[config.mk]
export PLATFORM = sky130hd
export DESIGN_NAME = pipe_skid_reg
export DESIGN_NICKNAME = d
export VERILOG_FILES = /design/src/rtl/pipe_skid_reg.sv
export SDC_FILE = /design/constraint.sdc
export NUM_CORES = 1
export LEC_CHECK = 0
export CAP_MARGIN = 20
export CORE_ASPECT_RATIO = 1.1
export CORE_MARGIN = 10
export CORE_UTILIZATION = 30
export DETAILED_ROUTE_END_ITERATION = 16
export PLACE_DENSITY_LB_ADDON = 0.1
export SLEW_MARGIN = 30
export SYNTH_ARGS = -nofsm -noshare
export SYNTH_HDL_FRONTEND = slang
export SYNTH_SLANG_ARGS = --single-unit
[constraint.sdc]
create_clock -name CLK -period 3.2 [get_ports CLK]
set_input_delay 0.48 -clock CLK [delete_from_list [all_inputs] [get_ports CLK]]
set_output_delay 0.48 -clock CLK [all_outputs]
set_load 0.01 [all_outputs]
[src/rtl/pipe_skid_reg.sv]
// ---------------------------------------------------------------------------
// pipe_skid_reg
//
// Receiving-side pipeline register for a stage boundary of the pipelined MIPS
// datapath. Words move in over a valid/ready handshake. The block holds at
// most two words: the presented word in `main_q` and one overflow word in
// `skid_q`. This gives full one-word-per-cycle throughput. in_ready is
// decoded only from the state register, so no combinational path runs from
// out_ready back to in_ready.
//
// Optional feature macro: PIPE_SKID_STATS_EN. When it is defined, the block
// adds the stall_cnt output, a saturating count of cycles that have
// out_valid && !out_ready.
//
// Ports:
//   CLK        rising-edge clock
//   RST        synchronous active-high reset (overrides flush)
//   flush      synchronous squash; drops every held word
//   in_valid   upstream word available on in_data
//   in_ready   block can accept a word this cycle (from state flop)
//   in_data    upstream word [WL-1:0]
//   out_valid  out_data holds a valid word (from state flop)
//   out_ready  downstream consumes out_data this cycle
//   out_data   presented word [WL-1:0] (from main_q flop)
//   count      number of held words: 0, 1 or 2
//   stall_cnt  [15:0] saturating stall counter (PIPE_SKID_STATS_EN only)
// ---------------------------------------------------------------------------
module pipe_skid_reg #(
  parameter int WL = 32
) (
  input  logic          CLK,
  input  logic          RST,
  input  logic          flush,
  input  logic          in_valid,
  output logic          in_ready,
  input  logic [WL-1:0] in_data,
  output logic          out_valid,
  input  logic          out_ready,
  output logic [WL-1:0] out_data,
  output logic [1:0]    count
`ifdef PIPE_SKID_STATS_EN
  ,
  output logic [15:0]   stall_cnt
`endif
);

  // The state encoding equals the number of held words, so count is the
  // state register itself.
  typedef enum logic [1:0] {
    EMPTY = 2'd0,
    ONE   = 2'd1,
    FULL  = 2'd2
  } state_t;

  state_t        state, state_next;
  logic [WL-1:0] main_q, main_d;
  logic [WL-1:0] skid_q, skid_d;
  logic          in_fire, out_fire;

  assign in_ready  = (state != FULL);
  assign out_valid = (state != EMPTY);
  assign out_data  = main_q;
  assign count     = state;

  assign in_fire  = in_valid  && in_ready;
  assign out_fire = out_valid && out_ready;

  always_comb begin
    // NOTE: every signal gets a hold default first so that no path leaves
    // it unassigned; an unassigned path would infer a latch.
    state_next = state;
    main_d     = main_q;
    skid_d     = skid_q;

    if (flush) begin
      // A flush beats any transfer. A word consumed this cycle still counts
      // as delivered, because downstream has already sampled out_data.
      state_next = EMPTY;
      main_d     = '0;
      skid_d     = '0;
    end else begin
      unique case (state)
        EMPTY: begin
          if (in_fire) begin
            main_d     = in_data;
            state_next = ONE;
          end
        end
        ONE: begin
          if (in_fire && out_fire) begin
            main_d = in_data;            // streaming: replace the word just consumed
          end else if (in_fire) begin
            skid_d     = in_data;        // main is stalled, so park the new word
            state_next = FULL;
          end else if (out_fire) begin
            state_next = EMPTY;
          end
        end
        FULL: begin
          // in_ready is low here, so only the drain path can fire.
          if (out_fire) begin
            main_d     = skid_q;
            state_next = ONE;
          end
        end
        default: begin
          state_next = EMPTY;
          main_d     = '0;
          skid_d     = '0;
        end
      endcase
    end
  end

  always_ff @(posedge CLK) begin
    // NOTE: state is updated with non-blocking assignments, so every flop
    // samples the values from before the edge.
    if (RST) begin
      // NOTE: the data registers are reset as well, so out_data reads 0
      // after reset rather than stale contents.
      state  <= EMPTY;
      main_q <= '0;
      skid_q <= '0;
    end else begin
      state  <= state_next;
      main_q <= main_d;
      skid_q <= skid_d;
    end
  end

`ifdef PIPE_SKID_STATS_EN
  // Counts downstream-stall cycles. Only RST clears it; a flush does not.
  always_ff @(posedge CLK) begin
    if (RST) begin
      stall_cnt <= '0;
    end else if (out_valid && !out_ready && (stall_cnt != 16'hFFFF)) begin
      stall_cnt <= stall_cnt + 16'd1;
    end
  end
`endif

endmodule

==> impl_metrics.py <==
metrics = {
    "status": {
        "status": "finished clean",
    },
    "cells_and_area": {
        "final_cell_mix": "clkdlybuf4s50_1, dfxtp_1, a21oi_1",
        "antenna_cells": 0,
        "post-route-util_pct": 40.7,
        "finalNetCount": 444,
        "final_common_cell": "clkdlybuf4s50_1",
        "fin_area_sq_um": 4630,
        "area_growth_pct": 33.1,
        "drive_above_1_share_pct": 24.0,
    },
    "sta": {
        "finalSetupTns_ps": 0,
        "setup_ws_ps": 889,
        "rsz0062_at_grt": "no",
        "worst_pin_slew_ps": 735,
        "timing.fmax_mhz": 433,
        "slew_violations": 0,
        "clock_skew_ps": 5.52,
        "period_needed_ps": 2310,
        "finalSetupViolations": 0,
        "finalCritPeriodShare_pct": 72.2,
        "slew_headroom_pct": 51.0,
        "hold_viol": 0,
    },
    "placement": {
        "hpwl_um": 6450,
        "numPortBuffers": 72,
        "pre_cts_ws_ps": 823,
        "gp_congestion": 0.668,
        "dpl_cell_area_sq_um": 4330,
    },
    "detailed_routing": {
        "met3WireLength_um": 512,
        "drt_iter0_markers": 108,
        "wl_met2_um": 4700,
        "wl_um": 9760,
        "dr.pass1.iters": 4,
        "vias_per_cell": 5.11,
        "drt_drc_violations_left": 0,
        "wl_met1_um": 4410,
        "drtAntennaViolNets": 0,
        "num_vias": 2871,
        "top_layer": "met4",
        "wire_per_inst_um": 17.4,
    },
    "worst_hold_path": {
        "worstHoldStart": "skid_q[30]$_SDFFE_PP0P_",
        "hold_end": "skid_q[30]$_SDFFE_PP0P_",
        "min_path_cells": 2,
        "min_path_type": "flip-flop to flip-flop",
    },
    "run": {
        "cap_viol_max_count": 0,
    },
    "floorplan": {
        "fp-row-count": 41,
        "die_x_um": 123,
        "coreArea_sq_um": 11400,
        "die_area_sq_um": 16300,
        "start_util_pct": 30.5,
        "ioPinCount": 73,
        "die_h_um": 133,
    },
    "synthesis": {
        "synth_top_area_share_pct": 38.0,
        "synth_cell_type_count": 26,
        "syn_area_sq_um": 3480,
        "synthCells": 349,
        "yosys-top-cells-area": "dfxtp_1, a221oi_2, o221ai_2",
        "yosys_warnings": 0,
        "synth_fp_nets": 386,
        "avgSynthCellArea_sq_um": 9.96,
        "yosys.area.top_type": "dfxtp_1",
        "synth_seq_cells": 66,
        "yosysSeqAreaShare_pct": 38.0,
    },
    "clocking": {
        "cts_hold_buf": 0,
        "clock-root-buffer": "clkbuf_16",
        "numCtsBuffers": 9,
        "htree_levels": 3,
        "path_clk_slew_ps": 60,
        "cts_post_setup_buffers_inserted": 0,
        "cts_tree": "built",
        "ctsResizeCount": 0,
        "clock_path_buffers": 2,
        "clock-sinks": 66,
        "clk_latency_ps": 330,
    },
    "critical_path": {
        "crit_family": "buffers and inverters",
        "worst-path-buf-inv": 2,
        "critPathMaxStageDelay_ps": 530,
        "critical_path_depth": 3,
        "r2r_start": "count[1]$_SDFFE_PP0P_",
        "crit_type": "flip-flop to output pin",
        "worstPathRequired_ps": 2720,
        "r2r_end": "out_data[16]$_SDFFE_PP0P_",
        "r2r_slack_ps": 1200,
        "cp_slowest_cell": "clkdlybuf4s50_1",
        "path_max_fanout": 17,
        "worstSetupStartpointType": "flip-flop",
        "cp-end-kind": "output pin",
        "worstPathArrival_ps": 1830,
        "reg2regPathDepth": 4,
        "path_cells": "buf_4 > or2_2 > clkdlybuf4s50_1",
    },
    "power_and_ir_drop": {
        "p_leak_nw": 1.41,
        "peakVddDrop_mv": 0.286,
        "power_w": 0.00215,
        "power_density_nw_per_um2": 464,
    },
    "grt": {
        "grt_first_pass_wirelength_um": 16600,
        "overflow": 0,
        "track_usage_pct": 12.5,
        "grt_pass1_vias": 3118,
        "grt_max_degree": 48,
        "antenna_found_initial": 0,
    },
}
-- layer usage --
| layer | up-vias | track usage, % |
|---|---|---|
| li1 | 1415 | - |
| met1 | 1383 | 15.4 |
| met2 | 63 | 20.4 |
| met3 | 10 | 3.11 |
| met4 | 0 | 4.72 |
| met5 | - | 0 |
-- area by class of cell --
| class | instances | area [sq um] |
|---|---|---|
| Tap cell | 150 | 188 |
| Clock buffer | 15 | 298 |
| Fill cell | 1179 | 6760 |
| Timing Repair Buffer | 85 | 843 |
| Sequential cell | 66 | 1320 |
| Inverter | 33 | 124 |
| Clock inverter | 1 | 5.00 |
| Multi-Input combinational cell | 212 | 1850 |
-- worst register-to-register path: stages, from the launching register on --
cell and delay (ps):
dfxtp_2 650, buf_4 470, o22ai_4 100, buf_4 330, a221oi_2 360
-- report_power, final --
| part | switching (W) | internal (W) |
|---|---|---|
| combinational | 0.000157 | 0.000139 |
| sequential | 0.0000140 | 0.000846 |
| clock | 0.000360 | 0.000630 |
-- worst max-delay path by stage --
stage | start | endpoint
2_1_floorplan | count[1]$_SDFFE_PP0P_ | out_valid
3_3_place_gp | out_ready | skid_q[2]$_SDFFE_PP0P_
3_5_place_dp | out_ready | skid_q[9]$_SDFFE_PP0P_
4_1_cts | count[0]$_SDFFE_PP0P_ | out_valid
5_1_grt | count[0]$_SDFFE_PP0P_ | out_valid
6_report | count[0]$_SDFFE_PP0P_ | out_valid
-- cell families (layout without fill, tap and decap cells) --
group | count (synthesis) | after routing | synth area share [%]
compound gates | 135 | 135 | 39.9
simple gates | 77 | 77 | 12.5
buf+inv | 71 | 134 | 9.68
flops | 66 | 66 | 38.0
-- registers in the layout (all words and copies together) (netlist names) --
register and count:
count 2, out_data 32, skid_q 32
-- cells in the mapped netlist --
cell      instances
a221oi_2         30
o221ai_1          2
o21bai_1         32
nor2_1            3
buf_1             2
nor2b_1           1
or2_1             1
nand2_1          34
nand2b_1          2
inv_1            32
o21a_1            1
o22ai_2           1
a21oi_1          34
dfxtp_1          66
buf_2            14
a21boi_1          1
clkbuf_1         15
nand3b_1         33
inv_2             1
or3b_2            1
o21ai_1           1
o221ai_2         30
a221oi_1          2
or2_2             2
buf_6             7
a211oi_1          1
-- per-stage QoR --
step,std cells,hold WS (ps)
after floorplan,349,432
after global placement,546,442
after detailed placement,546,447
after CTS,562,455
after global routing,562,469
final,562,453
No activity file was read; power rests on OpenSTA's default activity.
